`src/rtl/control_unit.sv`:
```
// Multi-cycle fetch/decode/execute control FSM for the 8-bit processor.
// Strobes are registered from the next state so they change together with `state`.
module control_unit (
  input  logic       clk,
  input  logic       rst,
  input  logic [7:0] instruction,
  input  logic       Zflag,
  input  logic       Oflag,
  output logic       load_r0,
  output logic       load_r1,
  output logic       load_r2,
  output logic       load_r3,
  output logic       load_pc,
  output logic       inc_pc,
  output logic       load_ir,
  output logic       load_add_reg,
  output logic       load_reg_y,
  output logic       load_flags,
  output logic       write,
  output logic [2:0] sel_bus_1_mux,
  output logic [1:0] sel_bus_2_mux,
  output logic       halted,
  output logic [3:0] state
);

  localparam int unsigned OPW  = 4;
  localparam int unsigned RW   = 2;
  localparam int unsigned NREG = 4;
  localparam int unsigned S1W  = 3;
  localparam int unsigned S2W  = 2;

  typedef enum logic [3:0] {
    S_IDLE = 4'd0,
    S_FET1 = 4'd1,
    S_FET2 = 4'd2,
    S_DEC  = 4'd3,
    S_EX1  = 4'd4,
    S_EX2  = 4'd5,
    S_MOV  = 4'd6,
    S_AD1  = 4'd7,
    S_AD2  = 4'd8,
    S_RD3  = 4'd9,
    S_WR3  = 4'd10,
    S_BR1  = 4'd11,
    S_BR2  = 4'd12,
    S_SKIP = 4'd13,
    S_HALT = 4'd14
  } state_t;

  localparam logic [OPW-1:0] OP_ADD  = 4'h0;
  localparam logic [OPW-1:0] OP_SUB  = 4'h1;
  localparam logic [OPW-1:0] OP_AND  = 4'h2;
  localparam logic [OPW-1:0] OP_NOT  = 4'h3;
  localparam logic [OPW-1:0] OP_MUL  = 4'h4;
  localparam logic [OPW-1:0] OP_OR   = 4'h5;
  localparam logic [OPW-1:0] OP_MOV  = 4'h8;
  localparam logic [OPW-1:0] OP_RD   = 4'h9;
  localparam logic [OPW-1:0] OP_WR   = 4'hA;
  localparam logic [OPW-1:0] OP_BR   = 4'hB;
  localparam logic [OPW-1:0] OP_BRZ  = 4'hC;
  localparam logic [OPW-1:0] OP_BRO  = 4'hD;
  localparam logic [OPW-1:0] OP_HALT = 4'hF;

  localparam logic [S1W-1:0] SEL1_PC   = 3'd4;
  localparam logic [S2W-1:0] SEL2_ALU  = 2'd0;
  localparam logic [S2W-1:0] SEL2_BUS1 = 2'd1;
  localparam logic [S2W-1:0] SEL2_MEM  = 2'd2;

  typedef struct packed {
    logic [NREG-1:0] load_r;
    logic            load_pc;
    logic            inc_pc;
    logic            load_ir;
    logic            load_add_reg;
    logic            load_reg_y;
    logic            load_flags;
    logic            write;
    logic [S1W-1:0]  sel1;
    logic [S2W-1:0]  sel2;
    logic            halted;
  } ctrl_t;

  state_t          state_q, state_d;
  ctrl_t           ctrl_q, ctrl_d;
  logic [OPW-1:0]  opcode;
  logic [RW-1:0]   src;
  logic [RW-1:0]   dest;
  logic [NREG-1:0] dest_oh;

  assign opcode  = instruction[7:4];
  assign src     = instruction[3:2];
  assign dest    = instruction[1:0];
  assign dest_oh = NREG'(1) << dest;

  // Next-state sequencing; opcode and flags are only consulted once IR is stable.
  always_comb begin
    state_d = state_q;
    case (state_q)
      S_IDLE: state_d = S_FET1;
      S_FET1: state_d = S_FET2;
      S_FET2: state_d = S_DEC;
      S_DEC: begin
        case (opcode)
          OP_ADD, OP_SUB, OP_AND,
          OP_NOT, OP_MUL, OP_OR:  state_d = S_EX1;
          OP_MOV:                 state_d = S_MOV;
          OP_RD, OP_WR:           state_d = S_AD1;
          OP_BR:                  state_d = S_BR1;
          OP_BRZ:                 state_d = Zflag ? S_BR1 : S_SKIP;
          OP_BRO:                 state_d = Oflag ? S_BR1 : S_SKIP;
          OP_HALT:                state_d = S_HALT;
          default:                state_d = S_FET1;
        endcase
      end
      S_EX1:  state_d = S_EX2;
      S_EX2:  state_d = S_FET1;
      S_MOV:  state_d = S_FET1;
      S_AD1:  state_d = S_AD2;
      S_AD2:  state_d = (opcode == OP_RD) ? S_RD3 : S_WR3;
      S_RD3:  state_d = S_FET1;
      S_WR3:  state_d = S_FET1;
      S_BR1:  state_d = S_BR2;
      S_BR2:  state_d = S_FET1;
      S_SKIP: state_d = S_FET1;
      S_HALT: state_d = S_HALT;
      default: state_d = S_IDLE;
    endcase
  end

  // Strobe decode for the state about to be entered.
  always_comb begin
    ctrl_d = '0;
    case (state_d)
      S_FET1, S_AD1, S_BR1: begin
        ctrl_d.sel1         = SEL1_PC;
        ctrl_d.sel2         = SEL2_BUS1;
        ctrl_d.load_add_reg = 1'b1;
      end
      S_FET2: begin
        ctrl_d.sel2    = SEL2_MEM;
        ctrl_d.load_ir = 1'b1;
        ctrl_d.inc_pc  = 1'b1;
      end
      S_EX1: begin
        ctrl_d.sel1       = S1W'(src);
        ctrl_d.sel2       = SEL2_BUS1;
        ctrl_d.load_reg_y = 1'b1;
      end
      S_EX2: begin
        ctrl_d.sel1       = S1W'(dest);
        ctrl_d.sel2       = SEL2_ALU;
        ctrl_d.load_r     = dest_oh;
        ctrl_d.load_flags = 1'b1;
      end
      S_MOV: begin
        ctrl_d.sel1   = S1W'(src);
        ctrl_d.sel2   = SEL2_BUS1;
        ctrl_d.load_r = dest_oh;
      end
      S_AD2: begin
        ctrl_d.sel2         = SEL2_MEM;
        ctrl_d.load_add_reg = 1'b1;
        ctrl_d.inc_pc       = 1'b1;
      end
      S_RD3: begin
        ctrl_d.sel2   = SEL2_MEM;
        ctrl_d.load_r = dest_oh;
      end
      S_WR3: begin
        ctrl_d.sel1  = S1W'(src);
        ctrl_d.write = 1'b1;
      end
      S_BR2: begin
        ctrl_d.sel2    = SEL2_MEM;
        ctrl_d.load_pc = 1'b1;
      end
      S_SKIP: ctrl_d.inc_pc = 1'b1;
      S_HALT: ctrl_d.halted = 1'b1;
      default: ctrl_d = '0;
    endcase
  end

  always_ff @(posedge clk or negedge rst) begin
    if (!rst) begin
      state_q <= S_IDLE;
      ctrl_q  <= '0;
    end else begin
      state_q <= state_d;
      ctrl_q  <= ctrl_d;
    end
  end

  assign load_r0       = ctrl_q.load_r[0];
  assign load_r1       = ctrl_q.load_r[1];
  assign load_r2       = ctrl_q.load_r[2];
  assign load_r3       = ctrl_q.load_r[3];
  assign load_pc       = ctrl_q.load_pc;
  assign inc_pc        = ctrl_q.inc_pc;
  assign load_ir       = ctrl_q.load_ir;
  assign load_add_reg  = ctrl_q.load_add_reg;
  assign load_reg_y    = ctrl_q.load_reg_y;
  assign load_flags    = ctrl_q.load_flags;
  assign write         = ctrl_q.write;
  assign sel_bus_1_mux = ctrl_q.sel1;
  assign sel_bus_2_mux = ctrl_q.sel2;
  assign halted        = ctrl_q.halted;
  assign state         = state_q;

endmodule

```
`config.mk`:
```
export PLATFORM = sky130hd
export DESIGN_NAME = control_unit
export DESIGN_NICKNAME = d
export VERILOG_FILES = /design/src/rtl/control_unit.sv
export SDC_FILE = /design/constraint.sdc
export NUM_CORES = 1
export LEC_CHECK = 0
export ABC_AREA = 1
export BUFFER_PORTS_ARGS = -buffer_cell sky130_fd_sc_hd__buf_2
export CORE_MARGIN = 10
export CORE_UTILIZATION = 49
export DETAILED_ROUTE_END_ITERATION = 16
export PLACE_DENSITY = 0.76
export SYNTH_ARGS = -nofsm -noshare
export SYNTH_HDL_FRONTEND = slang
export SYNTH_SLANG_ARGS = --single-unit
```
`constraint.sdc`:
```
create_clock -name clk -period 1.6 [get_ports clk]
set_input_delay 0.24 -clock clk [delete_from_list [all_inputs] [get_ports clk]]
set_output_delay 0.24 -clock clk [all_outputs]
set_load 0.05 [all_outputs]
```
==> flow_metrics.env, run 1 <==
export IMPL_drv_slew=0
export IMPL_yosysTopAreaCell="dfrtp_1"
export IMPL_start_util=0.518
export IMPL_area_growth_pct=37.7
export IMPL_grt_pass1_vias=1094
export IMPL_end_kind="flip-flop"
export IMPL_largest_register_ffs=4
export IMPL_hold_class="in2reg"
export IMPL_r2r_cells=10
export IMPL_drtIter0Drc=48
export IMPL_setup_violations_final=0
export IMPL_worstReg2RegStart="state[2]"
export IMPL_grt_max_degree=22
export IMPL_cts_tree="built"
export IMPL_grt_overflow_total=0
export IMPL_io_buffer_count=32
export IMPL_drt_antenna_violating_nets=0
export IMPL_hold_slack_ns=0.111
export IMPL_seq_area_frac_synth=0.459
export IMPL_crit_slowest_cell="dfrtp_2"
export IMPL_async_flop_share=1.00
export IMPL_gr_usage_all_layers=0.132
export IMPL_clk_latency_ns=0.31
export IMPL_criticalPathCategory="reg2reg"
export IMPL_cts_buffer_depth=2
export IMPL_whs_endpoint="sel_bus_1_mux[1]"
export IMPL_wl_um=3130
export IMPL_grt_pass1_wl_um=4760
export IMPL_num_antenna_cells=0
export IMPL_yosysUniqueCellTypes=18
export IMPL_die_area_um2=4670
export IMPL_wl_per_cell_um=13.8
export IMPL_synth_cells=152
export IMPL_synth_ff_type="dfrtp_1"
export IMPL_path_max_fanout=7
export IMPL_finalHoldViolCount=0
export IMPL_num_io_pins=33
export IMPL_core_area_um2=2210
export IMPL_fin_worst_skew_ns=0.000759
export IMPL_fp_dieW_um=68.4
export IMPL_die_y_um=68.4
export IMPL_avgViaCountPerCell=5.19
export IMPL_htree_levels=1
export IMPL_run_status="finished, final reports clean"
export IMPL_rsz0062_at_grt="true"
export IMPL_syn_area_um2=1150
export IMPL_crit_path_cell_trace="inv_4 > nand2_4 > nor2_2 > nor2_2 > nand2_1 > nor2_2 > nand3_4 > nor2_4 > nand2_4 > a21oi_2"
export IMPL_crit_path_max_incr_delay_ns=0.49
export IMPL_drc=0
export IMPL_post_dp_hpwl_um=2260
export IMPL_numCtsBuffers=3
export IMPL_use_met3=0.0212
export IMPL_power_leakage_nw=0.888
export IMPL_num_rows=17
export IMPL_grt_busiest_layer="met2"
export IMPL_grt_use_met1=0.148
export IMPL_cts_root_buf="clkbuf_4"
export IMPL_worstMarginPinSlew_ns=0.459
export IMPL_syn_nets=164
export IMPL_slew_headroom=0.694
export IMPL_peakVddDrop_v=0.00126
export IMPL_setup_tns_ns=0
export IMPL_via_count=1173
export IMPL_critPathLaunchType="flip-flop"
export IMPL_synth_area_per_cell_um2=7.54
export IMPL_hp_start="instruction[3]"
export IMPL_cap_violations=0
export IMPL_yosys_warnings=0
export IMPL_met2_usage=0.234
export IMPL_rrSetupSlack_ns=0.03
export IMPL_cp_required_ns=1.85
export IMPL_cpMostUsedCell="nor2_2"
export IMPL_powerDensity_nw_per_um2=2080
export IMPL_drive_above_1_share=0.439
export IMPL_num_nets_final=211
export IMPL_place_congestion=0.889
export IMPL_cp_arrival_ns=1.83
export IMPL_ys_seq_elements=21
export IMPL_r2r_end="load_r0"
export IMPL_fin_crit_sh=0.983
export IMPL_ys_top_cells_by_area="dfrtp_1 (46%), nand2_1 (12%), nand3_1 (7.4%)"
export IMPL_antenna_found_initial=0
export IMPL_drt_pass1_iter_count=4
export IMPL_path_clk_slew_ns=0.11
export IMPL_cts_sinks=21
export IMPL_max_freq_ghz=0.636
export IMPL_synth_top_area_frac=0.459
export IMPL_hold_path_depth=3
export IMPL_min_period_ns=1.57
export IMPL_synth_edf_count=0
## metal layers
metal,wire (µm),vias up
li1,-,579
met3,192,4
met1,1220,552
met2,1670,38
met5,0,-
met4,50,0
## report_power, final
| part | total [mW] | leakage (nW) | switching [mW] | internal (mW) |
|---|---|---|---|---|
| clock | 0.261 | 0.0150 | 0.164 | 0.0976 |
| combinational | 2.21 | 0.598 | 1.52 | 0.696 |
| sequential | 0.815 | 0.275 | 0.117 | 0.697 |
| total | 3.29 | 0.888 | 1.80 | 1.49 |
## cells by family after synthesis
kind of cell    Yosys count  synth area share
flops                    21             0.459
buf+inv                  19            0.0622
simple gates            101             0.416
compound gates           11            0.0633
## placed cells by master, fill, tap and decap left out, drive strengths merged
master,netlist,final
inv,19,19
o211ai,1,1
nand2,46,46
nor3,3,3
dlygate4sd3,0,1
clkbuf,0,4
a21oi,8,8
buf,0,41
nand3,19,19
nand3b,2,2
nor2,31,31
o21ai,2,2
dfrtp,21,21
## cell usage after synthesis, types with 2 or more instances
| cell | count |
|---|---|
| nand3b_1 | 2 |
| nor3_1 | 3 |
| nand3_2 | 2 |
| nor2_1 | 22 |
| inv_2 | 5 |
| nand3_1 | 17 |
| a21oi_1 | 6 |
| nand2_2 | 7 |
| inv_1 | 14 |
| o21ai_0 | 2 |
| nand2_1 | 38 |
| nor2_2 | 8 |
| dfrtp_1 | 21 |
## metrics by stage
stage                     instance area, µm²  utilization  setup WS (ns)  std cells  total power [mW]
after floorplan                         1150            -         0.0533        152              2.15
after global placement                  1360        0.615          0.116        214              2.52
after detailed placement                1360        0.615         0.0829        214              2.56
after CTS                               1400        0.632         0.0366        219              2.82
after global routing                    1580        0.713        -0.0849        226              3.50
final                                   1580        0.713         0.0267        226              3.29
## critical path: cells and delay by family (launching register included)
family,cells,cell delay [ns]
buf+inv,1,0.07
flops,1,0.49
simple gates,8,0.82
compound gates,1,0.13
## worst max-delay path by stage
stage,from,endpoint,cells past startpoint
after detailed placement,state[2],sel_bus_2_mux[0],12
final,state[2],load_r0,10
after global placement,state[2],load_r0,9
after floorplan,state[1],load_add_reg,11
after CTS,state[2],sel_bus_2_mux[0],12
after global routing,state[3],load_r0,10
## timing repair
item,CTS,global route
gates resized for setup,0,29
buffers inserted,0,7
hold buffers,1,0
hold endpoints to repair,21,0
endpoints found under the setup margin,0,10
## layout make-up
class / count / area (µm²)
sequential: 21 / 531
tap: 28 / 35.0
timing repair buffer: 42 / 250
clock buffer: 4 / 26.3
inverter: 19 / 78.8
multi-input combinational: 112 / 657
fill: 172 / 634
Note: power is estimated with default switching activity, not from simulation.
==> run 2: changes to the inputs <==
--- a/config.mk
+++ b/config.mk
@@ -7,7 +7,6 @@
 export LEC_CHECK = 0
 export ABC_AREA = 1
 export BUFFER_PORTS_ARGS = -buffer_cell sky130_fd_sc_hd__buf_2
-export CORE_MARGIN = 10
 export CORE_UTILIZATION = 49
 export DETAILED_ROUTE_END_ITERATION = 16
 export PLACE_DENSITY = 0.76
==> run 2 against run 1 <==
Against the previous run: the run now ends with negative setup slack left; largest cell class unchanged; cell count is 0.88% lower; cell area is 3.8% lower; die area down 46%; via count down 4.3%; clock power is essentially flat; non-clock buffer count shrank 2; sequential share of layout area grew 1.3 points; first-iteration DRC count shrank 50%; setup slack got worse by 0.032 ns; worst hold slack better by 0.0056 ns.
==> flow_metrics.env, run 2 (same netlist as run 1, synthesis figures left out) <==
export IMPL_run_status="finished, violations left"
export IMPL_violations="negative setup slack"
export IMPL_largest_register_ffs=4
export IMPL_cts_sinks=21
export IMPL_num_rows=17
export IMPL_drive_above_1_share=0.434
export IMPL_num_antenna_cells=0
export IMPL_cpMostUsedCell="nor2_2"
export IMPL_slew_headroom=0.697
export IMPL_hold_slack_ns=0.117
export IMPL_via_count=1122
export IMPL_io_buffer_count=32
export IMPL_power_leakage_nw=0.854
export IMPL_max_freq_ghz=0.623
export IMPL_crit_buf_inv=1
export IMPL_criticalPathCategory="reg2reg"
export IMPL_path_clk_slew_ns=0.11
export IMPL_min_period_ns=1.61
export IMPL_fin_crit_sh=1.00
export IMPL_critPathLaunchType="flip-flop"
export IMPL_peakVddDrop_v=0.00135
export IMPL_cap_violations=0
export IMPL_final_cells=224
export IMPL_core_area_um2=2210
export IMPL_die_area_um2=2540
export IMPL_end_kind="flip-flop"
export IMPL_area_growth_pct=32.4
export IMPL_die_y_um=50.4
export IMPL_powerDensity_nw_per_um2=2030
export IMPL_fin_worst_skew_ns=0.00507
export IMPL_cts_buffer_depth=2
export IMPL_setup_violations_final=2
export IMPL_crit_path_cell_trace="inv_4 > nand2_4 > nor2_2 > nand2_1 > nand2_1 > nor2_2 > nand3_4 > nor2_2 > nand2_2 > a21oi_1"
export IMPL_drc=0
export IMPL_fp_dieW_um=50.4
export IMPL_drt_pass1_iter_count=4
export IMPL_antenna_found_initial=0
export IMPL_crit_path_max_incr_delay_ns=0.50
export IMPL_drtIter0Drc=24
export IMPL_drt_antenna_violating_nets=0
export IMPL_hold_class="in2reg"
export IMPL_grt_max_degree=22
export IMPL_grt_overflow_total=0
export IMPL_start_util=0.518
export IMPL_grt_pass1_wl_um=4250
export IMPL_crit_slowest_cell="dfrtp_2"
export IMPL_path_max_fanout=7
export IMPL_post_dp_hpwl_um=1980
export IMPL_avgViaCountPerCell=5.01
export IMPL_grt_pass1_vias=1034
export IMPL_cp_arrival_ns=1.80
export IMPL_finalHoldViolCount=0
export IMPL_wl_um=2640
export IMPL_setup_ws_ns=-0.00571
export IMPL_worstMarginPinSlew_ns=0.455
export IMPL_cp_required_ns=1.80
export IMPL_cts_root_buf="clkbuf_4"
export IMPL_clk_latency_ns=0.31
export IMPL_wl_per_cell_um=11.8
export IMPL_dp_cells=214
export IMPL_numCtsBuffers=3
export IMPL_cpLargestDelayFamily="simple AND/OR/NAND/NOR gates"
export IMPL_num_io_pins=33
export IMPL_layout_commonest_cell="nand2_1"
export IMPL_place_congestion=0.846
export IMPL_rsz0062_at_grt="true"
export IMPL_cts_tree="built"
export IMPL_mostFrequentLayoutCells="nand2_1 (35), buf_2 (32), nor2_1 (17), dfrtp_1 (17), nand3_1 (15)"
export IMPL_num_nets_final=209
export IMPL_htree_levels=1
export IMPL_drv_slew=0
export IMPL_gr_usage_all_layers=0.221
-- run 2: area by class of cell --
class,count,area (µm²)
inverters,19,78.8
flip-flops and latches,21,531
well taps,28,35.0
clock buffers,4,26.3
fillers,176,694
multi-input cells,112,624
repair buffers,40,223
-- run 2: repair_timing --
item                       in CTS  in global routing
gates resized for setup         0                 23
hold buffers                    1                  0
hold endpoints to repair       21                  0
buffers inserted                0                  5
setup endpoints to repair       0                  9
-- run 2: worst min-delay path, cell delays in order --
cell	delay (ns)
buf_2	0.07
nand2_1	0.04
nand2_1	0.04
-- run 2: metal layers --
metal	track usage	share of wire	vias up
li1	-	-	567
met1	0.282	0.43	508
met2	0.380	0.51	43
met4	0.0833	0.012	0
met3	0.0273	0.050	4
met5	0	0	-
-- run 2: where the power goes --
group | internal (mW) | switching, mW
logic | 0.586 | 1.40
registers | 0.698 | 0.133
clock network | 0.0976 | 0.162
-- run 2: path summary, 6_finish.rpt --
check	startpoint	endpoint	slack, ns	depth (start not counted)
max	state[2]	load_r3	-0.006	10
min	instruction[2]	sel_bus_1_mux[0]	0.12	3
max reg2reg	state[2]	load_r3	-0.006	10
min reg2reg	state[1]	load_ir	0.61	1
max in group asynchronous	rst	state[2]	0.88	2
min in group asynchronous	rst	load_ir	0.39	2
-- run 2: per-stage QoR --
stage                     instance area [µm²]  setup slack [ns]  power, mW   TNS, ns  utilization
after global routing                     1520           -0.0892       3.29    -0.634        0.686
after detailed placement                 1360            0.0732       2.54         0        0.615
final                                    1520          -0.00571       3.08  -0.00990        0.686
after floorplan                          1150            0.0533       2.15         0            -
after CTS                                1400            0.0447       2.80         0        0.632
after global placement                   1360             0.117       2.51         0        0.615
==> run 3: changes to the inputs <==
--- a/config.mk
+++ b/config.mk
@@ -9,7 +9,9 @@
 export BUFFER_PORTS_ARGS = -buffer_cell sky130_fd_sc_hd__buf_2
 export CORE_UTILIZATION = 49
 export DETAILED_ROUTE_END_ITERATION = 16
+export HOLD_SLACK_MARGIN = 0.1
 export PLACE_DENSITY = 0.76
+export SKIP_CTS_REPAIR_TIMING = 1
 export SYNTH_ARGS = -nofsm -noshare
 export SYNTH_HDL_FRONTEND = slang
 export SYNTH_SLANG_ARGS = --single-unit
==> run 3 against run 2 <==
Against the previous run: the flow still finishes with violations (negative setup slack); cell area stayed put; setup slack unchanged; first-iteration DRC count did not move; sequential share of layout area unchanged; cell count stayed put; clock skew unchanged; register-to-register slack barely moved; routed wire length did not move; non-clock buffer count unchanged; flip-flop and latch count is the same; critical path type unchanged; largest cell class unchanged; highest routed layer unchanged.
==> flow_metrics.env, run 3 (same netlist as run 1, synthesis figures left out) <==
export IMPL_place_congestion=0.846
export IMPL_crit_buf_inv=1
export IMPL_clk_latency_ns=0.31
export IMPL_drt_pass1_iter_count=4
export IMPL_criticalPathCategory="reg2reg"
export IMPL_pwr_share_comb=0.646
export IMPL_wl_per_cell_um=11.8
export IMPL_path_max_fanout=7
export IMPL_crit_cells=10
export IMPL_fp_dieW_um=50.4
export IMPL_cp_arrival_ns=1.80
export IMPL_slew_headroom=0.697
export IMPL_max_freq_ghz=0.623
export IMPL_core_area_um2=2210
export IMPL_die_area_um2=2540
export IMPL_cts_buffer_depth=2
export IMPL_run_status="finished, violations left"
export IMPL_clockPowerShare=0.084
export IMPL_num_antenna_cells=0
export IMPL_end_kind="flip-flop"
export IMPL_peakVddDrop_v=0.00135
export IMPL_crit_slowest_cell="dfrtp_2"
export IMPL_grt_pass1_wl_um=4250
export IMPL_violations="negative setup slack"
export IMPL_powerDensity_nw_per_um2=2030
export IMPL_grt_overflow_total=0
export IMPL_critPathLaunchType="flip-flop"
export IMPL_cts_root_buf="clkbuf_4"
export IMPL_htree_levels=1
export IMPL_power_leakage_nw=0.854
export IMPL_cpMostUsedCell="nor2_2"
export IMPL_crit_path_max_incr_delay_ns=0.50
export IMPL_layout_commonest_cell="nand2_1"
export IMPL_r2r_cells=10
export IMPL_rsz0062_at_grt="true"
export IMPL_cp_required_ns=1.80
export IMPL_setup_ws_ns=-0.00571
export IMPL_io_buffer_count=32
export IMPL_cts_tree="built"
export IMPL_fin_worst_skew_ns=0.00507
export IMPL_p_int_mw=1.38
export IMPL_cts_sinks=21
export IMPL_num_io_pins=33
export IMPL_cpLargestDelayFamily="simple AND/OR/NAND/NOR gates"
export IMPL_finalInstanceArea_um2=1520
export IMPL_min_period_ns=1.61
export IMPL_hold_slack_ns=0.117
export IMPL_hold_class="in2reg"
export IMPL_drtIter0Drc=24
export IMPL_wl_um=2640
export IMPL_hold_path_depth=3
export IMPL_area_growth_pct=32.4
export IMPL_pwr_share_seq=0.270
export IMPL_mostFrequentLayoutCells="nand2_1 (35), buf_2 (32), nor2_1 (17), dfrtp_1 (17), nand3_1 (15)"
export IMPL_setup_violations_final=2
export IMPL_largest_register_ffs=4
export IMPL_gr_usage_all_layers=0.221
export IMPL_p_sw_mw=1.70
export IMPL_crit_path_cell_trace="inv_4 > nand2_4 > nor2_2 > nand2_1 > nand2_1 > nor2_2 > nand3_4 > nor2_2 > nand2_2 > a21oi_1"
export IMPL_drc=0
export IMPL_num_rows=17
export IMPL_grt_max_degree=22
export IMPL_antenna_found_initial=0
export IMPL_num_nets_final=209
export IMPL_drt_antenna_violating_nets=0
export IMPL_place_area_um2=1360
export IMPL_numCtsBuffers=3
export IMPL_grt_pass1_vias=1034
export IMPL_finalHoldViolCount=0
export IMPL_start_util=0.518
export IMPL_worstMarginPinSlew_ns=0.455
export IMPL_cap_violations=0
export IMPL_switching_share=0.551
export IMPL_post_dp_hpwl_um=1980
export IMPL_drive_above_1_share=0.434
export IMPL_path_clk_slew_ns=0.11
export IMPL_fin_crit_sh=1.00
export IMPL_die_y_um=50.4
export IMPL_drv_slew=0
export IMPL_avgViaCountPerCell=5.01
export IMPL_via_count=1122
## run 3: cell counts in the layout (fill, tap and decap cells not counted)
No cell type changed its count.
## run 3: final timing paths
| kind | to | slack [ns] | start |
|---|---|---|---|
| min in group asynchronous | load_ir | 0.39 | rst |
| max in group asynchronous | state[2] | 0.88 | rst |
| worst min-delay path | sel_bus_1_mux[0] | 0.12 | instruction[2] |
| worst max-delay path | load_r3 | -0.006 | state[2] |
| worst max register to register | load_r3 | -0.006 | state[2] |
| worst min register to register | load_ir | 0.61 | state[1] |
## run 3: area by class of cell
type	count	area, µm²
inverter	19	78.8
timing repair buffer	40	223
fill	176	694
tap	28	35.0
sequential	21	531
multi-input combinational	112	624
clock buffer	4	26.3
## run 3: power by group through the flow
stage / Sequential (mW) / Clock, mW / Combinational (mW)
global placement: 0.805 / 0 / 1.70
detailed placement: 0.811 / 0 / 1.73
global route: 0.850 / 0.290 / 2.15
floorplan: 1.34 / 0 / 0.809
finish: 0.831 / 0.260 / 1.99
CTS: 0.800 / 0.263 / 1.73
## run 3: layer usage
metal	routed length [µm]	up-vias	share of wire	track usage
met4	32	0	0.012	0.0833
met3	133	4	0.050	0.0273
li1	-	567	-	-
met2	1340	43	0.51	0.380
met5	0	-	0	0
met1	1130	508	0.43	0.282
## run 3: tightest hold or removal path, delay by kind of cell
kind	cells	cell delay [ns]
buffers and inverters	1	0.07
and+or+nand+nor	2	0.08
## run 3: stage by stage
| step | util | setup slack (ns) | power, mW | cells | TNS [ns] |
|---|---|---|---|---|---|
| after global placement | 0.615 | 0.117 | 2.51 | 214 | 0 |
| after global routing | 0.686 | -0.0892 | 3.29 | 224 | -0.634 |
| after floorplan | - | 0.0533 | 2.15 | 152 | 0 |
| final | 0.686 | -0.00571 | 3.08 | 224 | -0.00990 |
| after CTS | 0.627 | 0.0447 | 2.80 | 218 | 0 |
| after detailed placement | 0.615 | 0.0732 | 2.54 | 214 | 0 |
